File: config.mk
export PLATFORM = sky130hd
export DESIGN_NAME = deconv_seq_flat
export DESIGN_NICKNAME = d
export VERILOG_FILES = /design/src/rtl/deconv_pkg.sv /design/src/rtl/deconv_seq_if.sv /design/src/rtl/deconv_div.sv /design/src/rtl/deconv_seq.sv /design/src/flat_wrapper.sv
export SDC_FILE = /design/constraint.sdc
export NUM_CORES = 1
export LEC_CHECK = 0
export CAP_MARGIN = 15
export CORE_MARGIN = 2
export CORE_UTILIZATION = 40
export DETAILED_ROUTE_END_ITERATION = 6
export GPL_TIMING_DRIVEN = 0
export PLACE_DENSITY_LB_ADDON = 0.05
export REMOVE_ABC_BUFFERS = 1
export SYNTH_ARGS = -nofsm -noshare
export SYNTH_HDL_FRONTEND = slang
export SYNTH_SLANG_ARGS = --single-unit
File: constraint.sdc
create_clock -name clk -period 34.1 [get_ports clk]
set_input_delay 5.115 -clock clk [delete_from_list [all_inputs] [get_ports clk]]
set_output_delay 5.115 -clock clk [all_outputs]
set_load 0.03 [all_outputs]
File: src/rtl/deconv_pkg.sv
// deconv_pkg: shared sizes, FSM state encoding and small widening helpers
// for the sequential deconvolution block (deconv_seq) and its divider.
//   N    samples per input signal
//   DW   bits per a/b sample (unsigned)
//   YW   bits per y sample (unsigned)
//   ACCW signed accumulator width; two bits above YW so that y minus any
//        partial sum of products can never wrap
//   NY   samples in the convolution product y (2N-1)
package deconv_pkg;

    localparam int N    = 16;
    localparam int DW   = 8;
    localparam int YW   = 20;
    localparam int ACCW = YW + 2;
    localparam int NY   = 2 * N - 1;
    localparam int KW   = $clog2(N);
    localparam int MW   = $clog2(NY);

    typedef enum logic [3:0] {
        IDLE,
        CHECK,
        LOAD,
        MAC,
        DIV,
        RLOAD,
        RMAC,
        RCMP,
        DONE
    } state_t;

    // Zero-extend an unsigned y sample into the signed accumulator domain.
    function automatic logic signed [ACCW-1:0] y_to_acc(input logic [YW-1:0] v);
        return $signed({{(ACCW-YW){1'b0}}, v});
    endfunction

    // Zero-extend an unsigned DW x DW product into the accumulator domain.
    function automatic logic signed [ACCW-1:0] prod_to_acc(input logic [2*DW-1:0] v);
        return $signed({{(ACCW-2*DW){1'b0}}, v});
    endfunction

endpackage

File: src/rtl/deconv_seq_if.sv
// deconv_seq_if: request/result bundle of the deconvolution block.
//   start              requester -> block, accepted only while busy is low
//   signal_y           convolution product, index 0 first
//   signal_a           known factor
//   busy               high from the accept edge until done
//   done               one-cycle pulse when the results are valid
//   signal_b           recovered factor, held until the next accept
//   invalid_input_flag a[0]==0 or a quotient was not a valid DW-bit integer
//   inexact_flag       tail samples of y disagree with a (*) b
// Modports: master drives the request (testbench / upstream), slave is the block.
interface deconv_seq_if;
    import deconv_pkg::*;

    logic                     start;
    logic [NY-1:0][YW-1:0]    signal_y;
    logic [N-1:0][DW-1:0]     signal_a;
    logic                     busy;
    logic                     done;
    logic [N-1:0][DW-1:0]     signal_b;
    logic                     invalid_input_flag;
    logic                     inexact_flag;

    modport master (
        output start, signal_y, signal_a,
        input  busy, done, signal_b, invalid_input_flag, inexact_flag
    );

    modport slave (
        input  start, signal_y, signal_a,
        output busy, done, signal_b, invalid_input_flag, inexact_flag
    );

endinterface

File: src/rtl/deconv_div.sv
// deconv_div: DW-bit restoring divider, one quotient bit per clock.
//   clk, rst  clock and synchronous active-high reset
//   go        start a division (operands sampled on this edge)
//   num       non-negative dividend, must be below den << DW
//   den       divisor, non-zero
//   busy      division in progress
//   valid     one-cycle pulse, DW cycles after go, quo/rem_nz valid
//   quo       quotient
//   rem_nz    remainder is non-zero
// The first quotient bit is resolved on the go edge itself, so the result
// is registered after exactly DW edges.
module deconv_div
    import deconv_pkg::*;
(
    input  logic            clk,
    input  logic            rst,
    input  logic            go,
    input  logic [ACCW-1:0] num,
    input  logic [DW-1:0]   den,
    output logic            busy,
    output logic            valid,
    output logic [DW-1:0]   quo,
    output logic            rem_nz
);

    localparam int CW = $clog2(DW);

    logic [ACCW-1:0] rem_q, rem_d;
    logic [ACCW-1:0] dsh_q, dsh_d;
    logic [DW-1:0]   quo_q, quo_d;
    logic [CW-1:0]   cnt_q, cnt_d;
    logic            valid_q, valid_d;

    logic            step;
    logic            take;
    logic [ACCW-1:0] src_r;
    logic [ACCW-1:0] src_s;

    always_comb begin
        step    = go || (cnt_q != '0);
        src_r   = go ? num : rem_q;
        // Divisor aligned to the quotient MSB; shifted right one place per step.
        src_s   = go ? (ACCW'(den) << (DW - 1)) : dsh_q;
        take    = (src_r >= src_s);
        rem_d   = take ? (src_r - src_s) : src_r;
        dsh_d   = src_s >> 1;
        quo_d   = go ? {{(DW-1){1'b0}}, take} : {quo_q[DW-2:0], take};
        cnt_d   = go ? CW'(DW - 1) : (cnt_q - CW'(1));
        valid_d = !go && (cnt_q == CW'(1));
    end

    always_ff @(posedge clk) begin
        if (rst) begin
            rem_q   <= '0;
            dsh_q   <= '0;
            quo_q   <= '0;
            cnt_q   <= '0;
            valid_q <= 1'b0;
        end else begin
            valid_q <= valid_d;
            if (step) begin
                rem_q <= rem_d;
                dsh_q <= dsh_d;
                quo_q <= quo_d;
                cnt_q <= cnt_d;
            end
        end
    end

    assign busy   = (cnt_q != '0);
    assign valid  = valid_q;
    assign quo    = quo_q;
    assign rem_nz = (rem_q != '0);

endmodule

File: src/rtl/deconv_seq.sv
// deconv_seq: sequential deconvolution by polynomial long division.
// Recovers b from y = a (*) b and a, one shared multiplier and one divider.
//   clk, rst  clock and synchronous active-high reset
//   bus       deconv_seq_if.slave: start/signal_y/signal_a in,
//             busy/done/signal_b/invalid_input_flag/inexact_flag out
// Forward phase, sample k: acc = y[k] - sum a[j]*b[k-j] (j=1..k), then
// b[k] = acc / a[0]. Residual phase, m = N..NY-1: y[m] must equal the
// remaining convolution terms, otherwise the inexact flag is raised.
// The CHECK cycle also loads y[0], standing in for the first LOAD, so the
// extra DONE cycle keeps the done pulse 431 cycles after accept on a clean
// run and 2 cycles after accept when a[0] is zero.
module deconv_seq
    import deconv_pkg::*;
(
    input  logic         clk,
    input  logic         rst,
    deconv_seq_if.slave  bus
);

    state_t state_q, state_d;

    logic [YW-1:0] y_q [NY];
    logic [DW-1:0] a_q [N];
    logic [DW-1:0] b_q [N];

    logic signed [ACCW-1:0] acc_q, acc_d;
    logic [KW-1:0]          k_q, k_d;
    logic [KW-1:0]          j_q, j_d;
    logic [MW-1:0]          m_q, m_d;
    logic                   div_wait_q, div_wait_d;
    logic                   busy_q, busy_d;
    logic                   done_q, done_d;
    logic                   invalid_q, invalid_d;
    logic                   inexact_q, inexact_d;

    logic                   accept;
    logic                   b_we;
    logic                   div_go;
    logic                   div_busy;
    logic                   div_valid;
    logic [DW-1:0]          div_quo;
    logic                   div_rem_nz;

    logic [KW-1:0]          bidx;
    logic [2*DW-1:0]        prod;
    logic signed [ACCW-1:0] prod_acc;
    logic signed [ACCW-1:0] div_limit;

    // Shared MAC operand select: b index is k-j forward, m-j in the residual.
    assign bidx      = (state_q == RMAC) ? KW'(m_q - MW'(j_q)) : (k_q - j_q);
    assign prod      = a_q[j_q] * b_q[bidx];
    assign prod_acc  = prod_to_acc(prod);
    // Any accumulator at or above a[0] << DW would need a quotient wider than DW.
    assign div_limit = $signed({{(ACCW-2*DW){1'b0}}, a_q[0], {DW{1'b0}}});

    assign accept    = (state_q == IDLE) && bus.start;

    deconv_div u_div (
        .clk    (clk),
        .rst    (rst),
        .go     (div_go),
        .num    ($unsigned(acc_q)),
        .den    (a_q[0]),
        .busy   (div_busy),
        .valid  (div_valid),
        .quo    (div_quo),
        .rem_nz (div_rem_nz)
    );

    always_comb begin
        state_d    = state_q;
        acc_d      = acc_q;
        k_d        = k_q;
        j_d        = j_q;
        m_d        = m_q;
        div_wait_d = div_wait_q;
        busy_d     = busy_q;
        done_d     = 1'b0;
        invalid_d  = invalid_q;
        inexact_d  = inexact_q;
        div_go     = 1'b0;
        b_we       = 1'b0;

        case (state_q)
            IDLE: begin
                if (bus.start) begin
                    state_d   = CHECK;
                    busy_d    = 1'b1;
                    invalid_d = 1'b0;
                    inexact_d = 1'b0;
                end
            end

            CHECK: begin
                if (a_q[0] == '0) begin
                    invalid_d = 1'b1;
                    state_d   = DONE;
                end else begin
                    // Sample 0 has no MAC terms: load y[0] and divide directly.
                    acc_d      = y_to_acc(y_q[0]);
                    k_d        = '0;
                    div_wait_d = 1'b0;
                    state_d    = DIV;
                end
            end

            LOAD: begin
                acc_d      = y_to_acc(y_q[{1'b0, k_q}]);
                j_d        = KW'(1);
                div_wait_d = 1'b0;
                state_d    = (k_q == '0) ? DIV : MAC;
            end

            MAC: begin
                acc_d = acc_q - prod_acc;
                if (j_q == k_q) begin
                    div_wait_d = 1'b0;
                    state_d    = DIV;
                end else begin
                    j_d = j_q + KW'(1);
                end
            end

            DIV: begin
                if (!div_wait_q) begin
                    // Range check cycle; the divider is launched only if it passes.
                    if (acc_q[ACCW-1] || (acc_q >= div_limit)) begin
                        invalid_d = 1'b1;
                        state_d   = DONE;
                    end else if (!div_busy) begin
                        div_go     = 1'b1;
                        div_wait_d = 1'b1;
                    end
                end else if (div_valid) begin
                    div_wait_d = 1'b0;
                    if (div_rem_nz) begin
                        invalid_d = 1'b1;
                        state_d   = DONE;
                    end else begin
                        b_we = 1'b1;
                        if (k_q == KW'(N - 1)) begin
                            m_d     = MW'(N);
                            state_d = RLOAD;
                        end else begin
                            k_d     = k_q + KW'(1);
                            state_d = LOAD;
                        end
                    end
                end
            end

            RLOAD: begin
                acc_d   = y_to_acc(y_q[m_q]);
                j_d     = KW'(m_q - MW'(N - 1));
                state_d = RMAC;
            end

            RMAC: begin
                acc_d = acc_q - prod_acc;
                if (j_q == KW'(N - 1)) begin
                    state_d = RCMP;
                end else begin
                    j_d = j_q + KW'(1);
                end
            end

            RCMP: begin
                if (acc_q != '0) begin
                    inexact_d = 1'b1;
                end
                if (m_q == MW'(NY - 1)) begin
                    state_d = DONE;
                end else begin
                    m_d     = m_q + MW'(1);
                    state_d = RLOAD;
                end
            end

            DONE: begin
                busy_d  = 1'b0;
                done_d  = 1'b1;
                state_d = IDLE;
            end

            default: begin
                state_d = IDLE;
            end
        endcase
    end

    always_ff @(posedge clk) begin
        if (rst) begin
            state_q    <= IDLE;
            acc_q      <= '0;
            k_q        <= '0;
            j_q        <= '0;
            m_q        <= '0;
            div_wait_q <= 1'b0;
            busy_q     <= 1'b0;
            done_q     <= 1'b0;
            invalid_q  <= 1'b0;
            inexact_q  <= 1'b0;
        end else begin
            state_q    <= state_d;
            acc_q      <= acc_d;
            k_q        <= k_d;
            j_q        <= j_d;
            m_q        <= m_d;
            div_wait_q <= div_wait_d;
            busy_q     <= busy_d;
            done_q     <= done_d;
            invalid_q  <= invalid_d;
            inexact_q  <= inexact_d;
        end
    end

    // Input snapshot; the requester may change its inputs after accept.
    always_ff @(posedge clk) begin
        if (accept) begin
            for (int i = 0; i < NY; i++) begin
                y_q[i] <= bus.signal_y[i];
            end
            for (int i = 0; i < N; i++) begin
                a_q[i] <= bus.signal_a[i];
            end
        end
    end

    always_ff @(posedge clk) begin
        if (rst || accept) begin
            for (int i = 0; i < N; i++) begin
                b_q[i] <= '0;
            end
        end else if (b_we) begin
            b_q[k_q] <= div_quo;
        end
    end

    generate
        for (genvar gi = 0; gi < N; gi++) begin : g_b_out
            assign bus.signal_b[gi] = b_q[gi];
        end
    endgenerate

    assign bus.busy               = busy_q;
    assign bus.done               = done_q;
    assign bus.invalid_input_flag = invalid_q;
    assign bus.inexact_flag       = inexact_q;

endmodule

File: src/flat_wrapper.sv
// flat-port wrapper written by rule: the top's interface ports become plain ports
module deconv_seq_flat import deconv_pkg::*;
  (clk, rst, bus_start, bus_signal_y, bus_signal_a, bus_busy, bus_done, bus_signal_b, bus_invalid_input_flag, bus_inexact_flag);
  deconv_seq_if bus_i ();
  input  logic clk;
  input  logic rst;
  input wire logic [$bits(bus_i.start)-1:0] bus_start;
  input wire logic [$bits(bus_i.signal_y)-1:0] bus_signal_y;
  input wire logic [$bits(bus_i.signal_a)-1:0] bus_signal_a;
  output wire logic [$bits(bus_i.busy)-1:0] bus_busy;
  output wire logic [$bits(bus_i.done)-1:0] bus_done;
  output wire logic [$bits(bus_i.signal_b)-1:0] bus_signal_b;
  output wire logic [$bits(bus_i.invalid_input_flag)-1:0] bus_invalid_input_flag;
  output wire logic [$bits(bus_i.inexact_flag)-1:0] bus_inexact_flag;
  assign bus_i.start = bus_start;
  assign bus_i.signal_y = bus_signal_y;
  assign bus_i.signal_a = bus_signal_a;
  assign bus_busy = bus_i.busy;
  assign bus_done = bus_i.done;
  assign bus_signal_b = bus_i.signal_b;
  assign bus_invalid_input_flag = bus_i.invalid_input_flag;
  assign bus_inexact_flag = bus_i.inexact_flag;
  deconv_seq u_core (.clk(clk), .rst(rst), .bus(bus_i));
endmodule
==> flow_metrics.env, run 1 <==
export IMPL_status="completed"
export IMPL_hold_path_class="register to register"
export IMPL_max_slew_worst_pin_slew_ps=1160
export IMPL_cp_start_kind="register"
export IMPL_ys_top_cells_by_area="edfxtp_1 57%, mux4_2 17%, dfxtp_1 4.6%"
export IMPL_cts_buffers=110
export IMPL_gp_congestion=0.858
export IMPL_power_frac_comb=0.375
export IMPL_synth_warnings=0
export IMPL_yosysSeqAreaShare=0.619
export IMPL_p_leak_nw=20.6
export IMPL_clkPwrFrac=0.253
export IMPL_synth_top_area_share=0.573
export IMPL_cts_hold_repair_buffers=0
export IMPL_syn_inst=2838
export IMPL_vias=28763
export IMPL_drtIter0Drc=2140
export IMPL_grtUsageTotal=0.239
export IMPL_p_int_mw=3.10
export IMPL_grt_setup_unrepaired="no"
export IMPL_antenna_found_initial=54
export IMPL_cts_tree="built"
export IMPL_portBuffers=882
export IMPL_p_sw_frac=0.352
export IMPL_wl_per_cell_um=26.6
export IMPL_pre_cts_ws_ps=24490
export IMPL_die_w_um=343
export IMPL_overflow=0
export IMPL_crit_required_ps=34730
export IMPL_synth_edf_count=876
export IMPL_ctsResizeCount=0
export IMPL_slew_violations=0
export IMPL_clk_latency_ps=700
export IMPL_slew_headroom=0.224
export IMPL_grt_pass1_wl_um=204000
export IMPL_final_setup_tns_ps=0
export IMPL_clock_path_buffers=3
export IMPL_yosysTopAreaCell="edfxtp_1"
export IMPL_nets=4605
export IMPL_fmax_mhz=107
export IMPL_area_growth_pct=32.1
export IMPL_layout_setup_ws_ps=24780
export IMPL_die_y_um=343
export IMPL_synth_flop_cell="edfxtp_1"
export IMPL_drt_first_pass_iters=6
export IMPL_power_density_mw_per_mm2=78.9
export IMPL_cp_end_kind="register"
export IMPL_worstSetupPathType="register to register"
export IMPL_finalCritPeriodShare=0.273
export IMPL_clock_sinks=981
export IMPL_synth_area_sq_mm=0.0459
export IMPL_ys_ff_latch=981
export IMPL_vias_per_cell=5.38
export IMPL_postPlaceCellArea_sq_mm=0.0568
export IMPL_maxCapViolCount=0
export IMPL_synth_cell_types=74
export IMPL_ir_drop_mv=0.0561
export IMPL_remaining_drc_errors=0
export IMPL_drive_above_1_share=0.160
export IMPL_clock_skew_ps=39.1
export IMPL_crit_path_max_incr_delay_ps=680
export IMPL_grt_max_degree=147
export IMPL_htreeDepth=3
export IMPL_routed_wl_um=142000
export IMPL_dp_hpwl_um=106000
export IMPL_cts_setup_buffers=0
export IMPL_post_route_util=0.531
export IMPL_cts_root_buf="clkbuf_16"
export IMPL_start_util=0.402
export IMPL_fillers=9354
export IMPL_setup_viol=0
export IMPL_cp_arrival_ps=9940
export IMPL_fp_coreArea_sq_mm=0.114
export IMPL_antenna_left=0
export IMPL_fin_crit_ps=9320
export IMPL_power_switching_mw=1.68
export IMPL_cp_max_fo=18
export IMPL_die_area_sq_mm=0.117
export IMPL_async_reset_ff_frac=0
export IMPL_hold_viol=0
export IMPL_grt_pass1_vias=30752
export IMPL_ios=883
export IMPL_rows=124
export IMPL_seqPwrFrac=0.372
export IMPL_clkSlewWorstSetupHoldPaths_ps=60
export IMPL_slowest_stage="mux2i_4"
export IMPL_syn_area_per_cell_sq_um=16.2
export IMPL_stdcell_area_sq_mm=0.0606
cells in the mapped netlist (10+ instances only):
| cell | n |
|---|---|
| a21oi_1 | 85 |
| xor2_1 | 18 |
| mux2i_1 | 69 |
| or2_2 | 14 |
| nor3_1 | 34 |
| and3_1 | 10 |
| a31oi_1 | 10 |
| nand2b_1 | 24 |
| xnor2_1 | 30 |
| clkbuf_1 | 96 |
| ha_1 | 91 |
| nor4_1 | 13 |
| nand4_1 | 11 |
| a21o_1 | 13 |
| o21ai_0 | 92 |
| a211oi_1 | 23 |
| buf_1 | 14 |
| inv_1 | 82 |
| nor2b_1 | 12 |
| dfxtp_1 | 105 |
| fa_1 | 40 |
| edfxtp_1 | 876 |
| o21ai_1 | 10 |
| buf_2 | 36 |
| nand3_1 | 30 |
| mux4_2 | 344 |
| o21a_1 | 10 |
| nand2_1 | 189 |
| o211ai_1 | 22 |
| mux2_2 | 28 |
| and2_1 | 132 |
| nor2_1 | 161 |
final timing paths:
check	startpoint	endpoint	slack [ps]	cells past startpoint
worst min-delay path	u_core.u_div.dsh_q[1]	u_core.u_div.dsh_q[0]	460	2
worst max register to register	u_core.state_q[2]	u_core.acc_q[21]	24780	31
worst max-delay path	u_core.state_q[2]	u_core.acc_q[21]	24780	31
worst min register to register	u_core.u_div.dsh_q[1]	u_core.u_div.dsh_q[0]	460	2
cell usage in the layout, fill, tap and decap left out, types with 14 or more instances in the layout:
master / count
fa_1: 40
mux2i_1: 68
a211oi_1: 23
buf_16: 20
o211ai_1: 22
xnor2_1: 30
or2_2: 14
edfxtp_1: 876
nand2b_1: 24
nand2_1: 189
ha_1: 91
clkbuf_16: 111
and2_1: 132
mux2_2: 28
xor2_1: 18
o21ai_0: 90
dfxtp_1: 94
diode_2: 23
inv_1: 81
mux4_2: 344
a21oi_1: 85
nor3_1: 34
clkbuf_1: 20
bufinv_16: 15
clkdlybuf4s50_1: 881
nand3_1: 29
clkinv_1: 34
nor2_1: 160
per-layer routing:
layer	vias to the layer above	wire length, um	global-route usage
met3	225	9210	0.0593
met1	14546	51700	0.273
met5	-	313	0
met2	942	77900	0.444
met4	48	3110	0.0590
li1	13002	-	-
sequential cells by signal (all words and copies together) (netlist names), 5 cells and up, named ones only:
| signal | cells |
|---|---|
| u_core.m_q | 5 |
| u_core.acc_q | 22 |
| u_core.u_div.dsh_q | 14 |
| u_core.y_q | 620 |
| u_core.u_div.quo | 8 |
| u_core.u_div.rem_q | 22 |
| u_core.b_q | 128 |
| u_core.a_q | 128 |
logic make-up (layout without fill, tap and decap cells):
logic type                 count (synthesis)  after routing  share of synthesized area
muxes                                    442            442                      0.191
DFF                                      981            981                      0.619
other                                      0             23                          0
adders and majority gates                131            131                     0.0423
AOI/OAI and AO/OA                        326            326                     0.0444
xor gates and xnor gates                  48             48                    0.00916
and+or+nand+nor                          677            677                     0.0730
buffers and inverters                    233           1211                     0.0208
power groups by stage:
stage               combinational, mW  sequential (mW)  clock [mW]
finish                           1.79             1.78        1.21
global route                     1.96             1.81        1.28
CTS                              1.80             1.78        1.23
floorplan                        1.13             2.00           0
detailed placement               1.78             1.80           0
global placement                 1.72             2.07           0
cell type report:
cell class,count,area (sq um),share of cell area
multi-input cells,1624,16500,0.273
diodes,23,57.6,0.000950
clock buffers,131,2850,0.0471
repair buffers,924,9640,0.159
inverters,82,315,0.00520
well taps,1512,1890,0.0312
flip-flops and latches,981,28400,0.469
clock inverters,74,836,0.0138
per-stage QoR:
step           total power, mW  instances  hold slack [ps]
3_5_place_dp              3.59       5121              454
6_report                  4.78       5351              464
5_1_grt                   5.04       5345              491
2_1_floorplan             3.14       2687              431
4_1_cts                   4.81       5326              463
3_3_place_gp              3.79       5081              447
critical path, delay by kind of cell, from the launching register on:
kind	cells	cell delay [ps]
adder cells (fa/ha/maj)	6	2690
multiplexers	5	2170
AND/OR/NAND/NOR	8	1540
AO/OA/AOI/OAI	6	1300
flip-flops	1	670
buffers and inverters	5	450
XOR/XNOR	1	380
No activity file was read; power rests on OpenSTA's default activity.
==> run 2, diff against run 1 <==
Clock period 34.1 ns to 7.5 ns, I/O delays scaled along.
==> run 2 against run 1 <==
  * The run now ends with setup timing left
  * Maximum frequency grew 21%
  * Die area unchanged
  * Via count increased by 0.79%
==> flow_metrics.env, run 2 (synthesized netlist as in run 1, its figures left out) <==
export IMPL_status="finished, violations left"
export IMPL_violations="setup timing"
export IMPL_remaining_drc_errors=0
export IMPL_crit_path_max_incr_delay_ps=560
export IMPL_final_common_cell="clkdlybuf4s50_1"
export IMPL_drtIter0Drc=1970
export IMPL_vias=28989
export IMPL_dp_hpwl_um=106000
export IMPL_clock_sinks=981
export IMPL_crit_required_ps=8090
export IMPL_vias_per_cell=5.37
export IMPL_route_met3_wl_um=8880
export IMPL_fin_crit_ps=7680
export IMPL_fillers=9262
export IMPL_whs_path_depth=2
export IMPL_layout_setup_ws_ps=-179
export IMPL_drt_first_pass_iters=5
export IMPL_hold_path_class="register to register"
export IMPL_hold_viol=0
export IMPL_power_density_mw_per_mm2=373
export IMPL_clock_skew_ps=38.3
export IMPL_nets=4650
export IMPL_routed_wl_um=143000
export IMPL_slowest_stage="fa_1"
export IMPL_postPlaceCellArea_sq_mm=0.0568
export IMPL_place_inst=5121
export IMPL_cp_start_kind="register"
export IMPL_stdcell_area_sq_mm=0.0614
export IMPL_grt_pass1_vias=31065
export IMPL_overflow=0
export IMPL_rows=124
export IMPL_die_y_um=343
export IMPL_clock_path_buffers=3
export IMPL_fmax_mhz=130
export IMPL_fp_coreArea_sq_mm=0.114
export IMPL_highest_layer="met5"
export IMPL_drive_above_1_share=0.188
export IMPL_die_w_um=343
export IMPL_max_slew_worst_pin_slew_ps=1180
export IMPL_reg_largest_list="u_core.y_q (620), u_core.a_q (128), u_core.b_q (128)"
export IMPL_cts_buffers=110
export IMPL_grt_pass1_wl_um=206000
export IMPL_maxCapViolCount=0
export IMPL_ir_drop_mv=0.359
export IMPL_p_leak_nw=20.9
export IMPL_fin_total_pwr_mw=22.9
export IMPL_largest_reg_flops=620
export IMPL_gp_congestion=0.858
export IMPL_clkSlewWorstSetupHoldPaths_ps=60
export IMPL_wl_per_cell_um=26.6
export IMPL_grt_max_degree=147
export IMPL_drt_met1_wl_um=52500
export IMPL_ios=883
export IMPL_antenna_found_initial=54
export IMPL_r2r_cells=32
export IMPL_cp_arrival_ps=8270
export IMPL_portBuffers=882
export IMPL_final_cell_mix="881 x clkdlybuf4s50_1, 876 x edfxtp_1, 344 x mux4_2"
export IMPL_grt_setup_unrepaired="yes"
export IMPL_die_area_sq_mm=0.117
export IMPL_wl_met2_um=78600
export IMPL_htreeDepth=3
export IMPL_cts_root_buf="clkbuf_16"
export IMPL_hold_ws_ps=465
export IMPL_finalCritPeriodShare=1.02
export IMPL_cts_tree="built"
export IMPL_cp_end_kind="register"
export IMPL_stdcell_count=5396
export IMPL_slew_violations=0
export IMPL_worstSetupPathType="register to register"
export IMPL_area_growth_pct=33.9
export IMPL_cp_max_fo=8
export IMPL_top_register="u_core.y_q"
export IMPL_slew_headroom=0.211
export IMPL_setup_viol=6
export IMPL_grtUsageTotal=0.241
export IMPL_start_util=0.402
export IMPL_clk_latency_ps=700
export IMPL_crit_top_cell="fa_1"
export IMPL_antenna_left=0
==> run 2: cell types whose count changed in the layout (fill, tap and decap cells not counted), sizes merged <==
cell  before  now
buf       42   87
==> run 2: power breakdown <==
part           switching [mW]  leakage, nW  total [mW]  internal, mW
sequential              0.603         9.40        8.08          7.48
clock                    2.27         1.77        5.50          3.24
combinational            5.23         9.68        9.29          4.06
==> run 2: path summary, 6_finish.rpt <==
kind	start	endpoint	slack [ps]
hold reg to reg	u_core.u_div.dsh_q[1]	u_core.u_div.dsh_q[0]	470
setup / recovery	u_core.state_q[3]	u_core.acc_q[19]	-180
hold / removal	u_core.u_div.dsh_q[1]	u_core.u_div.dsh_q[0]	470
setup reg to reg	u_core.state_q[3]	u_core.acc_q[19]	-180
==> run 2: critical path, delay by kind of cell (launching register included) <==
family	cells	cell delay [ps]
adders and majority gates	6	2550
AOI/OAI and AO/OA	8	1510
DFF	1	350
buffers and inverters	6	630
muxes	4	1370
xor gates and xnor gates	1	290
and+or+nand+nor	7	860
==> run 2: final cells by class <==
| type | count | area [sq um] | area share |
|---|---|---|---|
| Sequential cell | 981 | 28500 | 0.463 |
| Multi-Input combinational cell | 1624 | 17000 | 0.276 |
| Timing Repair Buffer | 969 | 10000 | 0.164 |
| Clock buffer | 131 | 2850 | 0.0464 |
| Tap cell | 1512 | 1890 | 0.0308 |
| Clock inverter | 74 | 836 | 0.0136 |
| Inverter | 82 | 315 | 0.00513 |
| Antenna cell | 23 | 57.6 | 0.000937 |
==> run 2: repair_timing <==
item                                   4_1_cts  5_1_grt
endpoints found under the hold margin        0        0
resized for setup                           74       29
setup endpoints to repair                   16       11
pin swaps                                   25       27
hold buffers                                 0        0
setup buffers                               38        9
==> run 2: metrics by stage <==
step | setup TNS (ps) | utilization | setup slack [ps]
global route | -3320 | 0.538 | -463
CTS | -829 | 0.536 | -192
finish | -671 | 0.539 | -179
global placement | - | 0.491 | -23170
detailed placement | -18230 | 0.498 | -1860
floorplan | - | - | -13660
==> run 2: metal layers <==
layer,vias up,global-route usage
met1,14723,0.276
met5,-,0
met4,48,0.0586
met3,221,0.0588
met2,907,0.448
li1,13090,-
==> run 3, diff against run 2 <==
Settings changed: SKIP_LAST_GASP from default to 1.
==> run 3 against run 2 <==
  * The flow still finishes with violations (setup timing)
  * Worst setup slack worse by 55 ps
  * Clock-buffer cell count unchanged
  * Largest power group unchanged
  * Critical endpoint unchanged
  * Hold slack better by 3.3 ps
  * Clock skew up 0.75 ps
  * Non-clock buffer count up 1
  * Maximum frequency down 0.72%
  * First-iteration DRC count up 2.7%
==> flow_metrics.env, run 3 (synthesized netlist as in run 1, its figures left out) <==
export IMPL_p_leak_nw=20.8
export IMPL_grt_setup_unrepaired="yes"
export IMPL_r2r_cells=32
export IMPL_slew_headroom=0.184
export IMPL_clkSlewWorstSetupHoldPaths_ps=60
export IMPL_vias_per_cell=5.39
export IMPL_power_switching_mw=8.05
export IMPL_clock_sinks=981
export IMPL_layout_setup_ws_ps=-235
export IMPL_crit_top_cell="fa_1"
export IMPL_cts_buffers=110
export IMPL_die_area_sq_mm=0.117
export IMPL_place_inst=5121
export IMPL_antenna_found_initial=54
export IMPL_crit_required_ps=8090
export IMPL_htreeDepth=3
export IMPL_drive_above_1_share=0.187
export IMPL_worstSetupPathType="register to register"
export IMPL_area_growth_pct=33.9
export IMPL_cts_tree="built"
export IMPL_die_w_um=343
export IMPL_fin_crit_ps=7730
export IMPL_cp_start_kind="register"
export IMPL_hold_path_class="register to register"
export IMPL_cp_startpoint="u_core.state_q[3]"
export IMPL_violations="setup timing"
export IMPL_reg2reg_slack_ps=-230
export IMPL_drtIter0Drc=2023
export IMPL_p_sw_frac=0.353
export IMPL_clk_latency_ps=700
export IMPL_stdcell_count=5396
export IMPL_p_int_mw=14.8
export IMPL_slowest_stage="fa_1"
export IMPL_clock_skew_ps=39.0
export IMPL_ir_drop_mv=0.357
export IMPL_cts_hold_repair_buffers=0
export IMPL_cp_arrival_ps=8330
export IMPL_grt_pass1_vias=31065
export IMPL_fmax_mhz=129
export IMPL_grt_max_degree=147
export IMPL_maxCapViolCount=0
export IMPL_overflow=0
export IMPL_max_slew_worst_pin_slew_ps=1220
export IMPL_gp_congestion=0.858
export IMPL_largest_reg_flops=620
export IMPL_reg_largest_list="u_core.y_q (620), u_core.a_q (128), u_core.b_q (128)"
export IMPL_vias=29063
export IMPL_rows=124
export IMPL_final_cell_mix="881 x clkdlybuf4s50_1, 876 x edfxtp_1, 344 x mux4_2"
export IMPL_drt_first_pass_iters=6
export IMPL_power_density_mw_per_mm2=372
export IMPL_crit_path_max_incr_delay_ps=560
export IMPL_status="finished, violations left"
export IMPL_grtUsageTotal=0.241
export IMPL_seqPwrFrac=0.354
export IMPL_grt_pass1_wl_um=206000
export IMPL_timing_rr_end="u_core.acc_q[19]"
export IMPL_critPathCapture="u_core.acc_q[19]"
export IMPL_hp_start="u_core.bus.inexact_flag"
export IMPL_slew_violations=0
export IMPL_portBuffers=882
export IMPL_fin_total_pwr_mw=22.8
export IMPL_routed_wl_um=143000
export IMPL_wl_per_cell_um=26.6
export IMPL_final_common_cell="clkdlybuf4s50_1"
export IMPL_clkPwrFrac=0.241
export IMPL_setup_viol=8
export IMPL_remaining_drc_errors=0
export IMPL_die_y_um=343
export IMPL_power_frac_comb=0.405
export IMPL_dp_hpwl_um=106000
export IMPL_top_register="u_core.y_q"
export IMPL_finalCritPeriodShare=1.03
export IMPL_nets=4651
export IMPL_ios=883
export IMPL_r2r_start="u_core.state_q[3]"
export IMPL_cts_root_buf="clkbuf_16"
export IMPL_hold_viol=0
export IMPL_start_util=0.402
export IMPL_clock_path_buffers=3
export IMPL_cp_end_kind="register"
export IMPL_fp_coreArea_sq_mm=0.114
export IMPL_cp_max_fo=8
export IMPL_antenna_left=0
[run 3: worst min path at each step]
| stage | cells after the start | slack [ps] | endpoint |
|---|---|---|---|
| final | 2 | 470 | u_core.bus.inexact_flag |
| after global routing | 2 | 490 | u_core.bus.inexact_flag |
| after CTS | 2 | 460 | u_core.u_div.dsh_q[0] |
| after detailed placement | 2 | 450 | u_core.u_div.dsh_q[0] |
| after global placement | 2 | 450 | u_core.acc_q[21] |
| after floorplan | 2 | 430 | u_core.u_div.dsh_q[0] |
[run 3: what timing repair did]
item / 4_1_cts / 5_1_grt
pin swaps: 25 / 18
gates resized for setup: 73 / 24
setup endpoints to repair: 16 / 11
buffers inserted: 38 / 10
[run 3: metrics by stage]
step                utilization  hold WS [ps]  TNS [ps]  setup WS [ps]  area (sq um)
finish                    0.538           469     -1050           -235         61400
global route              0.538           491     -3640           -483         61400
CTS                       0.536           463      -832           -192         61200
detailed placement        0.498           454    -18230          -1860         56800
global placement          0.491           447         -         -23170         55900
floorplan                     -           431         -         -13660         45200
[run 3: layer usage]
| layer | GRT usage | vias to the layer above | share of wire |
|---|---|---|---|
| li1 | - | 13086 | - |
| met1 | 0.276 | 14785 | 0.36 |
| met2 | 0.448 | 915 | 0.55 |
| met3 | 0.0588 | 227 | 0.063 |
| met4 | 0.0586 | 50 | 0.021 |
| met5 | 0 | - | 0.0022 |
[run 3: worst max-delay path: cells and delay by family, from the launching register on]
family          cells  cell delay, ps
buf+inv             6             630
fa+ha+maj           6            2570
simple gates        7             900
xor+xnor            1             310
flops               1             350
compound gates      8            1500
mux                 4            1370
[run 3: final cells by class]
| class | count | area [sq um] |
|---|---|---|
| clock buffer | 131 | 2850 |
| sequential | 981 | 28500 |
| inverter | 82 | 315 |
| tap | 1512 | 1890 |
| antenna | 22 | 55.1 |
| timing repair buffer | 970 | 10100 |
| multi-input combinational | 1624 | 16900 |
| fill | 9268 | 52600 |
| clock inverter | 74 | 836 |
[run 3: power groups by stage]
stage          clock [mW]  combinational, mW  sequential [mW]
6_report             5.50               9.23             8.08
4_1_cts              5.61               9.02             8.09
5_1_grt              5.82               9.99             8.21
2_1_floorplan           0               4.49             8.23
3_5_place_dp            0               8.11             8.20
3_3_place_gp            0               6.39             7.96
